## src/rtl/multi_buffer_controller_pkg.sv

```systemverilog
`default_nettype none
// ============================================================================
// Module : buffer_ctrl_pkg
// Brief  : Shared types and wrap helper for multi_buffer_controller
//          (optional statistics enabled by BUFFER_CTRL_STATS_EN).
// Rev    : 1.0
// ============================================================================
package buffer_ctrl_pkg;

   typedef enum logic [2:0] {
      BUF_AVAILABLE  = 3'd0,
      BUF_WRITE_BUSY = 3'd1,
      BUF_UPDATED    = 3'd2,
      BUF_READ_BUSY  = 3'd3,
      BUF_DISPLAYED  = 3'd4
   } buf_state_t;

   typedef enum logic [1:0] {
      W_IDLE   = 2'd0,
      W_SEARCH = 2'd1,
      W_BUSY   = 2'd2
   } wr_state_t;

   typedef enum logic [1:0] {
      R_IDLE   = 2'd0,
      R_SEARCH = 2'd1,
      R_BUSY   = 2'd2
   } rd_state_t;

   function automatic int next_idx(input int idx, input int n);
      return (idx >= n - 1) ? 0 : idx + 1;
   endfunction

endpackage
`default_nettype wire

```

## src/rtl/multi_buffer_controller_if.sv

```systemverilog
`default_nettype none
// ============================================================================
// Module : multi_buffer_controller_if
// Brief  : Writer/reader request-grant-done channels of the buffer arbiter.
// Rev    : 1.0
// ============================================================================
interface multi_buffer_controller_if #(
   parameter int ID_W      = 2,
   parameter int SEQ_WIDTH = 8
);
   logic                 wr_req;
   logic                 wr_done;
   logic                 wr_grant;
   logic [ID_W-1:0]      wr_buf_id;
   logic                 rd_req;
   logic                 rd_done;
   logic                 rd_grant;
   logic [ID_W-1:0]      rd_buf_id;
   logic [SEQ_WIDTH-1:0] rd_seq;
   logic                 rd_repeat;

   modport master (
      output wr_req, wr_done, rd_req, rd_done,
      input  wr_grant, wr_buf_id, rd_grant, rd_buf_id, rd_seq, rd_repeat
   );

   modport slave (
      input  wr_req, wr_done, rd_req, rd_done,
      output wr_grant, wr_buf_id, rd_grant, rd_buf_id, rd_seq, rd_repeat
   );
endinterface
`default_nettype wire

```

## src/rtl/rr_buffer_picker.sv

```systemverilog
`default_nettype none
// ============================================================================
// Module : rr_buffer_picker
// Brief  : Combinational round-robin first-eligible search from a start index.
// Rev    : 1.0
// ============================================================================
module rr_buffer_picker
   import buffer_ctrl_pkg::*;
#(
   parameter int NUM_BUFFERS = 3,
   parameter int ID_W        = $clog2(NUM_BUFFERS)
) (
   input  wire logic [NUM_BUFFERS-1:0] i_elig,
   input  wire logic [ID_W-1:0]        i_start,
   output logic      [ID_W-1:0]        o_idx,
   output logic                        o_found
);
   logic [ID_W-1:0] w_cand;

   always_comb begin
      o_idx   = '0;
      o_found = 1'b0;
      w_cand  = i_start;
      for (int k = 0; k < NUM_BUFFERS; k++) begin
         if (!o_found && i_elig[w_cand]) begin
            o_found = 1'b1;
            o_idx   = w_cand;
         end
         w_cand = ID_W'(next_idx(int'(w_cand), NUM_BUFFERS));
      end
   end
endmodule
`default_nettype wire

```

## src/rtl/multi_buffer_controller.sv

```systemverilog
`default_nettype none
// ============================================================================
// Module : multi_buffer_controller
// Brief  : N-buffer frame arbiter between one writer and one reader; optional
//          drop/repeat counters enabled by BUFFER_CTRL_STATS_EN.
// Rev    : 1.0
// ============================================================================
module multi_buffer_controller
   import buffer_ctrl_pkg::*;
#(
   parameter int NUM_BUFFERS = 3,
   parameter int SEQ_WIDTH   = 8
) (
   input wire logic                  clk,
   input wire logic                  reset,
   multi_buffer_controller_if.slave  bus
`ifdef BUFFER_CTRL_STATS_EN
   ,
   output logic [15:0]               frames_dropped,
   output logic [15:0]               frames_repeated
`endif
);
   localparam int ID_W = $clog2(NUM_BUFFERS);

   if (NUM_BUFFERS < 3) begin : g_param_check
      $error("multi_buffer_controller: NUM_BUFFERS must be at least 3");
   end

   buf_state_t           r_buf_st  [NUM_BUFFERS];
   logic [SEQ_WIDTH-1:0] r_buf_tag [NUM_BUFFERS];
   logic [ID_W-1:0]      r_newest;
   logic                 r_has_frame;
   logic [ID_W-1:0]      r_wr_last;
   logic [SEQ_WIDTH-1:0] r_seq_cnt;
   wr_state_t            r_wr_st;
   rd_state_t            r_rd_st;
   logic [ID_W-1:0]      r_wr_id;
   logic [ID_W-1:0]      r_rd_id;
   logic                 r_wr_grant;
   logic                 r_rd_grant;
   logic [SEQ_WIDTH-1:0] r_rd_seq;
   logic                 r_rd_repeat;

   logic [NUM_BUFFERS-1:0] w_elig;
   logic [ID_W-1:0]        w_start;
   logic [ID_W-1:0]        w_pick;
   logic                   w_found;
   logic                   w_wr_take;
   logic                   w_rd_take;

   // The writer must never land on the buffer being read or the newest frame.
   for (genvar gi = 0; gi < NUM_BUFFERS; gi++) begin : g_elig
      assign w_elig[gi] = (r_buf_st[gi] != BUF_READ_BUSY) &&
                          !(r_has_frame && (r_newest == ID_W'(gi)));
   end

   assign w_start = ID_W'(next_idx(int'(r_wr_last), NUM_BUFFERS));

   rr_buffer_picker #(
      .NUM_BUFFERS (NUM_BUFFERS),
      .ID_W        (ID_W)
   ) u_picker (
      .i_elig  (w_elig),
      .i_start (w_start),
      .o_idx   (w_pick),
      .o_found (w_found)
   );

   assign w_wr_take = (r_wr_st == W_SEARCH) && bus.wr_req && w_found;
   assign w_rd_take = (r_rd_st == R_SEARCH) && bus.rd_req && r_has_frame;

   always_ff @(posedge clk or posedge reset) begin
      if (reset) begin
         for (int i = 0; i < NUM_BUFFERS; i++) begin
            r_buf_st[i]  <= BUF_AVAILABLE;
            r_buf_tag[i] <= '0;
         end
         r_newest    <= '0;
         r_has_frame <= 1'b0;
         r_wr_last   <= ID_W'(NUM_BUFFERS - 1);
         r_seq_cnt   <= '0;
         r_wr_st     <= W_IDLE;
         r_rd_st     <= R_IDLE;
         r_wr_id     <= '0;
         r_rd_id     <= '0;
         r_wr_grant  <= 1'b0;
         r_rd_grant  <= 1'b0;
         r_rd_seq    <= '0;
         r_rd_repeat <= 1'b0;
      end else begin
         r_wr_grant <= 1'b0;
         r_rd_grant <= 1'b0;

         case (r_wr_st)
            W_IDLE:   if (bus.wr_req) r_wr_st <= W_SEARCH;
            W_SEARCH: begin
               if (!bus.wr_req) begin
                  r_wr_st <= W_IDLE;
               end else if (w_wr_take) begin
                  r_buf_st[w_pick] <= BUF_WRITE_BUSY;
                  r_wr_id          <= w_pick;
                  r_wr_last        <= w_pick;
                  r_wr_grant       <= 1'b1;
                  r_wr_st          <= W_BUSY;
               end
            end
            W_BUSY: begin
               if (bus.wr_done) begin
                  r_buf_st[r_wr_id]  <= BUF_UPDATED;
                  r_buf_tag[r_wr_id] <= r_seq_cnt;
                  r_newest           <= r_wr_id;
                  r_has_frame        <= 1'b1;
                  r_seq_cnt          <= r_seq_cnt + SEQ_WIDTH'(1);
                  r_wr_st            <= W_IDLE;
               end
            end
            default:  r_wr_st <= W_IDLE;
         endcase

         // Reader sees only registered newest_ptr, so a same-edge wr_done
         // becomes visible one cycle later.
         case (r_rd_st)
            R_IDLE:   if (bus.rd_req) r_rd_st <= R_SEARCH;
            R_SEARCH: begin
               if (!bus.rd_req) begin
                  r_rd_st <= R_IDLE;
               end else if (w_rd_take) begin
                  r_buf_st[r_newest] <= BUF_READ_BUSY;
                  r_rd_id            <= r_newest;
                  r_rd_seq           <= r_buf_tag[r_newest];
                  r_rd_repeat        <= (r_buf_st[r_newest] == BUF_DISPLAYED);
                  r_rd_grant         <= 1'b1;
                  r_rd_st            <= R_BUSY;
               end
            end
            R_BUSY: begin
               if (bus.rd_done) begin
                  r_buf_st[r_rd_id] <= BUF_DISPLAYED;
                  r_rd_st           <= R_IDLE;
               end
            end
            default:  r_rd_st <= R_IDLE;
         endcase
      end
   end

   assign bus.wr_grant  = r_wr_grant;
   assign bus.wr_buf_id = r_wr_id;
   assign bus.rd_grant  = r_rd_grant;
   assign bus.rd_buf_id = r_rd_id;
   assign bus.rd_seq    = r_rd_seq;
   assign bus.rd_repeat = r_rd_repeat;

`ifdef BUFFER_CTRL_STATS_EN
   logic [15:0] r_dropped;
   logic [15:0] r_repeated;

   always_ff @(posedge clk or posedge reset) begin
      if (reset) begin
         r_dropped  <= '0;
         r_repeated <= '0;
      end else begin
         if (w_wr_take && (r_buf_st[w_pick] == BUF_UPDATED) && (r_dropped != 16'hFFFF))
            r_dropped <= r_dropped + 16'd1;
         if (w_rd_take && (r_buf_st[r_newest] == BUF_DISPLAYED) && (r_repeated != 16'hFFFF))
            r_repeated <= r_repeated + 16'd1;
      end
   end

   assign frames_dropped  = r_dropped;
   assign frames_repeated = r_repeated;
`endif
endmodule
`default_nettype wire
```

## src/flat_wrapper.sv

```systemverilog
// flat-port wrapper written by rule: the top's interface ports become plain ports
module multi_buffer_controller_flat import buffer_ctrl_pkg::*;
#(
   parameter int NUM_BUFFERS = 3,
   parameter int SEQ_WIDTH   = 8
)
  (clk, reset, bus_wr_req, bus_wr_done, bus_rd_req, bus_rd_done, bus_wr_grant, bus_wr_buf_id, bus_rd_grant, bus_rd_buf_id, bus_rd_seq, bus_rd_repeat);
  multi_buffer_controller_if #(.SEQ_WIDTH(SEQ_WIDTH)) bus_i ();
  input wire logic clk;
  input wire logic reset;
  input wire logic [$bits(bus_i.wr_req)-1:0] bus_wr_req;
  input wire logic [$bits(bus_i.wr_done)-1:0] bus_wr_done;
  input wire logic [$bits(bus_i.rd_req)-1:0] bus_rd_req;
  input wire logic [$bits(bus_i.rd_done)-1:0] bus_rd_done;
  output wire logic [$bits(bus_i.wr_grant)-1:0] bus_wr_grant;
  output wire logic [$bits(bus_i.wr_buf_id)-1:0] bus_wr_buf_id;
  output wire logic [$bits(bus_i.rd_grant)-1:0] bus_rd_grant;
  output wire logic [$bits(bus_i.rd_buf_id)-1:0] bus_rd_buf_id;
  output wire logic [$bits(bus_i.rd_seq)-1:0] bus_rd_seq;
  output wire logic [$bits(bus_i.rd_repeat)-1:0] bus_rd_repeat;
  assign bus_i.wr_req = bus_wr_req;
  assign bus_i.wr_done = bus_wr_done;
  assign bus_i.rd_req = bus_rd_req;
  assign bus_i.rd_done = bus_rd_done;
  assign bus_wr_grant = bus_i.wr_grant;
  assign bus_wr_buf_id = bus_i.wr_buf_id;
  assign bus_rd_grant = bus_i.rd_grant;
  assign bus_rd_buf_id = bus_i.rd_buf_id;
  assign bus_rd_seq = bus_i.rd_seq;
  assign bus_rd_repeat = bus_i.rd_repeat;
  multi_buffer_controller #(.NUM_BUFFERS(NUM_BUFFERS), .SEQ_WIDTH(SEQ_WIDTH)) u_core (.clk(clk), .reset(reset), .bus(bus_i));
endmodule
```

## config.mk

```make
export PLATFORM = sky130hd
export DESIGN_NAME = multi_buffer_controller_flat
export DESIGN_NICKNAME = d
export VERILOG_FILES = /design/src/rtl/multi_buffer_controller_pkg.sv /design/src/rtl/multi_buffer_controller_if.sv /design/src/rtl/rr_buffer_picker.sv /design/src/rtl/multi_buffer_controller.sv /design/src/flat_wrapper.sv
export SDC_FILE = /design/constraint.sdc
export NUM_CORES = 1
export LEC_CHECK = 0
export CAP_MARGIN = 0
export CORE_MARGIN = 2
export CORE_UTILIZATION = 45
export CTS_CLUSTER_SIZE = 24
export DETAILED_ROUTE_END_ITERATION = 8
export PLACE_DENSITY = 0.72
export REMOVE_ABC_BUFFERS = 1
export SKIP_LAST_GASP = 1
export SLEW_MARGIN = 20
export SYNTH_ARGS = -nofsm -noshare
export SYNTH_HDL_FRONTEND = slang
export SYNTH_SLANG_ARGS = --single-unit
```

## constraint.sdc

```tcl
create_clock -name clk -period 2.3 [get_ports clk]
set_input_delay 0.69 -clock clk [delete_from_list [all_inputs] [get_ports clk]]
set_output_delay 0.69 -clock clk [all_outputs]
set_load 0.03 [all_outputs]
```

==> metrics.md, run 1 <==
| Metric | Value |
|---|---|
| Vias in the first global route | `2318` |
| Worst r2r src | `u_core.r_wr_st[0]` |
| Power density cells | `1210 nW/µm²` |
| RSZ-0062 raised after global routing | `no` |
| Worst Hold Path EP | `u_core.bus.rd_repeat` |
| Final-stage net count | `362` |
| Clock share of power | `23.0%` |
| Die W | `88.7 µm` |
| Initial antenna violation count | `0` |
| Yosys synthesis warning count | `0` |
| Setup TNS | `0 ns` |
| Core Region | `6870 µm²` |
| Share of layout cells above drive strength 1 | `18.1%` |
| Reg-to-Reg End | `u_core.r_buf_tag[22]` |
| Multi-input gate area | `1480 µm²` |
| Clk Latency, worst-skew pair | `0.34 ns` |
| Grt total ovfl | `0` |
| Design Area, Final | `3840 µm²` |
| Initial DRC count | `137` |
| CP startpoint kind | `flop` |
| CTS tree | `done` |
| Min-delay src | `u_core.bus.rd_repeat` |
| CP max stage cell | `clkdlybuf4s50_1` |
| Power Internal | `0.00280 W` |
| Pin slew with the least headroom to its limit | `0.425 ns` |
| First-pass GRT wire length | `11.6 mm` |
| WL final | `6.92 mm` |
| Status | `finished clean` |
| Drt wl/cell | `15.4 µm` |
| Leakage power | `1.77 nW` |
| Synth cell types | `47` |
| Sw Pwr | `0.00185 W` |
| Synth Flop Type | `dfrtp_1` |
| Pins Over Slew Limit | `0` |
| Port bufs | `20` |
| Hold depth | `2` |
| Total power | `0.00465 W` |
| Pre-CTS WS | `0.00446 ns` |
| Register Area | `1600 µm²` |
| Switching Fraction | `39.7%` |
| Final Skew | `0.00796 ns` |
| Synthesized area per cell | `10.2 µm²` |
| Peak supply drop | `0.623 mV` |
| Total GRT Usage | `19.8%` |
| ANT cells | `0` |
| Vias per cell | `5.44` |
| Maxcap violations | `0` |
| Area Growth Syn to Fin | `18.9%` |
| Sequential area share after synthesis | `49.7%` |
| Post-CTS setup repair buffer count | `0` |
| Ys async rst share | `100%` |
| DRC | `0` |
| Via count | `2450` |
| CTS HTree Levels | `3` |
| Crit Path Max Fanout | `4` |
| Rel. slew slack | `71.0%` |
| Sequential Power Share | `36.0%` |
| Largest net degree at the start of global routing | `29` |
| Period minus WS final | `2.13 ns` |
| FF-to-FF path depth | `6` |
| Post-synth EDFFs | `0` |
| Clk buf depth | `2` |
| DIE HEIGHT | `88.7 µm` |
| R2R Setup Slk | `0.44 ns` |
| Final Cycle Share | `92.7%` |
| Worst path bufs/invs | `1` |
| Required @ worst endpoint | `1.61 ns` |
| WS Path Type | `reg2out` |
| Post-DRT Antenna Nets | `0` |
| Die area | `7860 µm²` |
| Starting Density | `47.0%` |
| Final setup viols | `0` |
| CP peak stage delay | `0.69 ns` |
| CP top delay family | `buffers and inverters` |
| Filler cell count | `586` |
| Placed instance count | `434` |
| Finished Layout Cells | `450` |
| Worst EP arrival | `1.44 ns` |
| Pre-antenna DRT Iters | `5` |
| Mapped Area | `3230 µm²` |
| Logic pwr share | `41.0%` |
| Post-Syn Instances | `316` |
| Crit. End Element | `primary output` |
| FMAX | `469 MHz` |
| CTS sink count | `64` |
| Dpl hpwl | `4.90 mm` |
| Number of buffers created by CTS | `9` |
| Setup ws final | `0.169 ns` |
| Synthesized flop and latch total | `64` |
| Clock root cell | `clkbuf_8` |
| Worst min-delay path class | `reg2reg` |
| Final Hold Fails | `0` |
| Top-Level Pins | `21` |
| Clk slew on worst S/H paths | `0.07 ns` |
| Placed Area | `3620 µm²` |
| FP Rows | `30` |
| Critical-path cell list | `clkdlybuf4s50_1` |
| GP Congestion | `0.898` |
==> flip-flops by register name, summed over array words and instances (netlist names), 2 cells and up <==
register,count
u_core.r_seq_cnt,8
u_core.r_wr_st,2
u_core.bus.rd_buf_id,2
u_core.bus.rd_seq,8
u_core.r_rd_st,2
u_core.r_newest,2
u_core.bus.wr_buf_id,2
u_core.r_buf_st,9
u_core.r_buf_tag,24
==> metal layers <==
| layer | wire, µm | global-route usage (%) | share of wire, % | up-vias |
|---|---|---|---|---|
| met2 | 3390 | 31.8 | 49 | 53 |
| met4 | 47 | 4.41 | 0.68 | 0 |
| met3 | 312 | 6.72 | 4.5 | 5 |
| met5 | 0 | 0 | 0 | - |
| li1 | - | - | - | 1181 |
| met1 | 3170 | 26.1 | 46 | 1211 |
==> power by group through the flow <==
stage | Combinational, W | Sequential [W] | Clock [W]
floorplan | 0.00110 | 0.00182 | 0
global placement | 0.00186 | 0.00167 | 0
detailed placement | 0.00190 | 0.00169 | 0
CTS | 0.00190 | 0.00167 | 0.00109
global route | 0.00212 | 0.00171 | 0.00116
finish | 0.00191 | 0.00167 | 0.00107
==> metrics by stage <==
step | hold WS, ns | utilization, %
after CTS | 0.488 | 55.8
after global placement | 0.467 | 52.6
final | 0.485 | 55.8
after floorplan | 0.474 | -
after global routing | 0.507 | 55.8
after detailed placement | 0.470 | 52.6
==> cell usage after synthesis, types with 2 or more instances <==
library cell  count  area, µm²
a21o_1            2       15.0
a21oi_1          17       85.1
a31oi_1           6       37.5
and2_1            4       25.0
and3b_1           2       17.5
buf_4             2       15.0
buf_6             3       33.8
clkbuf_1         10       37.5
dfrtp_1          63       1580
ha_1              7       87.6
inv_1            14       52.6
mux2_2           24        270
mux2i_1           8       80.1
nand2_1          39        146
nand2b_1          6       37.5
nand3_1           9       45.0
nand3b_1          5       37.5
nand4_1           3       18.8
nor2_1           16       60.1
nor2b_1           3       18.8
o211ai_1          3       22.5
o21a_1            5       37.5
o21ai_0          33        165
o22ai_1           4       25.0
xnor2_1           5       43.8
xor2_1            2       17.5
==> repair_timing <==
item / CTS / global route
hold buffers: 0 / 0
endpoints found under the setup margin: 1 / 0
gates resized for setup: 1 / 0
==> worst register-to-register path: stages, from the launching register on <==
cell and delay, ns:
dfrtp_1 0.39, inv_1 0.09, ha_1 0.28, inv_1 0.13
nor4b_2 0.28, buf_4 0.22, mux2_2 0.35
==> layout make-up <==
| cell class | instances | share of cell area [%] |
|---|---|---|
| Sequential cell | 64 | 41.8 |
| Multi-Input combinational cell | 222 | 38.6 |
| Timing Repair Buffer | 38 | 9.36 |
| Clock buffer | 11 | 3.69 |
| Tap cell | 96 | 3.13 |
| Clock inverter | 5 | 2.09 |
| Inverter | 14 | 1.37 |
==> layout by cell type, fill, tap and decap left out, types with 3 or more instances in the layout <==
master	count
xnor2_1	5
nor2_1	16
dfrtp_1	63
clkdlybuf4s50_1	19
nand2_1	39
o21ai_0	33
nand3_1	9
nand3b_1	5
ha_1	7
nand2b_1	6
clkbuf_8	10
mux2_2	24
o22ai_1	4
nor2b_1	3
o211ai_1	3
buf_4	16
a31oi_1	6
and2_1	4
a21oi_1	17
inv_1	13
mux2i_1	8
nand4_1	3
o21a_1	5
==> cell families after synthesis <==
logic type	count (synthesis)	synth area share, %
simple gates	96	15.1
compound gates	80	15.3
flops	64	49.7
mux	32	10.9
buf+inv	30	4.46
xor+xnor	7	1.90
fa+ha+maj	7	2.71
==> worst max-delay path by stage <==
stage,start,to,slack (ns),cells past startpoint
floorplan,reset,u_core.bus.rd_buf_id[0],0.01,1
global placement,bus_wr_done,u_core.r_buf_st[4],0.04,7
detailed placement,bus_wr_done,u_core.r_buf_st[4],0.004,7
CTS,u_core.bus.rd_buf_id[0],bus_rd_buf_id[0],0.15,1
global route,u_core.bus.rd_buf_id[0],bus_rd_buf_id[0],0.10,1
finish,u_core.bus.rd_buf_id[0],bus_rd_buf_id[0],0.17,1
No activity file was read; power rests on OpenSTA's default activity.
==> run 2, diff against run 1 <==
--- a/config.mk
+++ b/config.mk
@@ -5,7 +5,7 @@
 export SDC_FILE = /design/constraint.sdc
 export NUM_CORES = 1
 export LEC_CHECK = 0
-export CAP_MARGIN = 0
+export CAP_MARGIN = 20
 export CORE_MARGIN = 2
 export CORE_UTILIZATION = 45
 export CTS_CLUSTER_SIZE = 24
==> results of run 2 <==
Final layout, timing and power as in run 1 (identical DEF).
==> run 3, diff against run 2 <==
--- a/config.mk
+++ b/config.mk
@@ -6,6 +6,7 @@
 export NUM_CORES = 1
 export LEC_CHECK = 0
 export CAP_MARGIN = 20
+export CORE_ASPECT_RATIO = 0.9
 export CORE_MARGIN = 2
 export CORE_UTILIZATION = 45
 export CTS_CLUSTER_SIZE = 24
==> constraint.sdc (replaced) <==
create_clock -name clk -period 2.3 [get_ports clk]
set_input_delay 0.69 -clock clk [delete_from_list [all_inputs] [get_ports clk]]
set_output_delay 0.69 -clock clk [all_outputs]
set_load 0.005 [all_outputs]
==> run 3 against run 2 <==
  * Die area hardly changed
  * Clock power decreased by 7%
  * Count of clock-buffer cells in the layout decreased by 1
  * Combinational power shrank 8%
  * Global-route usage increased by 0.079 points
  * Design area down 0.69%
  * Worst setup slack gained 0.016 ns
  * Sequential cell count stayed put
  * Sequential share of layout area rose by 0.29 points
  * Sequential power about the same
==> metrics.md, run 3 (synthesized netlist as in run 1, its figures left out) <==
| Metric | Value |
|---|---|
| Pin slew with the least headroom to its limit | `0.473 ns (+0.0488 ns)` |
| Worst min-delay path class | `reg2reg` |
| Power Internal | `0.00269 W (-3.9%)` |
| Filler cell count | `592 (+1.0%)` |
| Status | `finished clean` |
| CP peak stage delay | `0.56 ns (-0.13 ns)` |
| Commonest cells after routing, fill and taps aside | `dfrtp_1 (63), nand2_1 (39), o21ai_0 (33)` |
| RSZ-0062 raised after global routing | `no` |
| Top-Level Pins | `21 (unchanged)` |
| Sw Pwr | `0.00174 W (-6.0%)` |
| Initial DRC count | `204 (+49%)` |
| CTS sink count | `64 (unchanged)` |
| Design Area, Final | `3810 µm² (-0.69%)` |
| ANT cells | `0 (unchanged)` |
| CP max stage cell | `clkdlybuf4s50_1` |
| Initial antenna violation count | `0 (unchanged)` |
| Vias in the first global route | `2461 (+6.2%)` |
| Final Cycle Share | `92.0% (-0.69 points)` |
| Post-DRT Antenna Nets | `0 (unchanged)` |
| Max reg flops | `24 (unchanged)` |
| Via count | `2442 (-0.33%)` |
| Share of layout cells above drive strength 1 | `18.1% (+0.051 points)` |
| CP top delay family | `buffers and inverters` |
| Core Region | `7000 µm² (+1.9%)` |
| CTS tree | `done` |
| Total GRT Usage | `19.9% (+0.079 points)` |
| Clk slew on worst S/H paths | `0.08 ns (about the same)` |
| Worst-case hold slack | `0.477 ns (-0.00778 ns)` |
| Dpl hpwl | `4.97 mm (+1.3%)` |
| Die area | `7870 µm² (about the same)` |
| Pre-antenna DRT Iters | `5 (unchanged)` |
| Vias per cell | `5.48 (+0.57%)` |
| GP Congestion | `0.884 (-1.5%)` |
| Drt wl/cell | `15.7 µm (+2.1%)` |
| Final Skew | `0.0147 ns (+0.00670 ns)` |
| Final setup viols | `0 (unchanged)` |
| Period minus WS final | `2.12 ns (-0.0160 ns)` |
| Largest net degree at the start of global routing | `28 (-3.4%)` |
| DIE HEIGHT | `84.3 µm (-4.9%)` |
| Grt total ovfl | `0 (unchanged)` |
| Logic pwr share | `39.7% (-1.3 points)` |
| Peak supply drop | `0.485 mV (-22%)` |
| Clock share of power | `22.6% (-0.4 points)` |
| DRC | `0 (unchanged)` |
| Top flop regs | `u_core.r_buf_tag: 24 flops, u_core.r_buf_st: 9 flops` |
| Die W | `93.3 µm (+5.2%)` |
| Rel. slew slack | `68.4% (-2.6 points)` |
| Starting Density | `46.1% (-0.90 points)` |
| FMAX | `473 MHz (+0.75%)` |
| Post-CTS setup repair buffer count | `0 (unchanged)` |
| Crit. End Element | `primary output` |
| Placed instance count | `430 (-0.92%)` |
| Clk Latency, worst-skew pair | `0.35 ns (about the same)` |
| Pins Over Slew Limit | `0 (unchanged)` |
| Required @ worst endpoint | `1.61 ns (about the same)` |
| CTS HTree Levels | `3 (unchanged)` |
| Final-stage net count | `361 (-0.28%)` |
| First-pass GRT wire length | `12.1 mm (+4.5%)` |
| FP Rows | `29 (-3.3%)` |
| Final Hold Fails | `0 (unchanged)` |
| WS Path Type | `reg2out` |
| Finished Layout Cells | `446 (-0.89%)` |
| Placed Area | `3600 µm² (-0.31%)` |
| Critical-path cell list | `clkdlybuf4s50_1` |
| Hold buffers post-CTS | `0 (unchanged)` |
| WL final | `7.00 mm (+1.2%)` |
| Area Growth Syn to Fin | `18.1%` |
| Crit Path Max Fanout | `9 (+5)` |
| Sequential Power Share | `37.6% (+1.6 points)` |
| Switching Fraction | `39.2% (-0.54 points)` |
| Port bufs | `20 (unchanged)` |
| Leakage power | `1.75 nW (-0.78%)` |
| Maxcap violations | `0 (unchanged)` |
| Power density cells | `1160 nW/µm² (-4.1%)` |
| Clock root cell | `clkbuf_8` |
| CP startpoint kind | `flop` |
| Worst EP arrival | `1.43 ns (about the same)` |
| Clk buf depth | `2 (unchanged)` |
| Commonest non-fill, non-tap cell in the layout | `dfrtp_1` |
| Worst path bufs/invs | `1 (unchanged)` |
| Most flops, register | `u_core.r_buf_tag` |
| Post-CTS sizing | `0 (-1)` |
| Number of buffers created by CTS | `9 (unchanged)` |
==> run 3: cell types whose count changed in the layout (fill, tap and decap cells not counted) <==
cell,previous run,this run
buf_4,16,15
clkbuf_1,1,0
clkinv_4,0,1
clkdlybuf4s50_1,19,20
inv_6,0,1
bufinv_16,2,1
dlygate4sd2_1,1,0
==> run 3: metrics by stage <==
step	worst slack, ns	power (W)	TNS (ns)	util (%)
2_1_floorplan	0.0136	0.00278	0	-
3_3_place_gp	0.0541	0.00338	0	51.5
3_5_place_dp	-0.0353	0.00343	-0.181	51.5
4_1_cts	0.170	0.00446	0	54.4
5_1_grt	0.129	0.00476	0	54.4
6_report	0.185	0.00443	0	54.4
==> run 3: path summary, 6_finish.rpt <==
check | start | to | slack [ns] | cells after the start
max in group asynchronous | reset | u_core.bus.rd_seq[7] | 1.12 | 3
worst max-delay path | u_core.bus.wr_buf_id[1] | bus_wr_buf_id[1] | 0.18 | 1
worst min-delay path | u_core.bus.rd_seq[0] | u_core.bus.rd_seq[0] | 0.48 | 2
worst min register to register | u_core.bus.rd_seq[0] | u_core.bus.rd_seq[0] | 0.48 | 2
worst max register to register | u_core.r_newest[1] | u_core.r_buf_st[5] | 0.48 | 5
min in group asynchronous | reset | u_core.bus.wr_buf_id[1] | 0.67 | 2
==> run 3: area by class of cell <==
class	count	area, µm²	share of cell area, %
well taps	93	116	3.05
inverters	14	52.6	1.38
flip-flops and latches	64	1600	42.1
clock inverters	6	67.6	1.77
clock buffers	10	138	3.61
repair buffers	37	353	9.26
multi-input cells	222	1480	38.9
==> run 3: layer usage <==
metal  vias up  wire, µm  track usage (%)
met5         -         0                0
met4         0        86             5.75
met3        13       430             6.10
met2        64      3300             31.1
met1      1186      3180             26.8
li1       1179         -                -
==> run 3: power groups by stage <==
| stage | logic [W] | registers (W) | clock network (W) |
|---|---|---|---|
| final | 0.00176 | 0.00167 | 0.00100 |
| after global routing | 0.00197 | 0.00171 | 0.00108 |
| after CTS | 0.00176 | 0.00166 | 0.00103 |
| after detailed placement | 0.00174 | 0.00168 | 0 |
| after global placement | 0.00170 | 0.00167 | 0 |
| after floorplan | 0.00110 | 0.00167 | 0 |
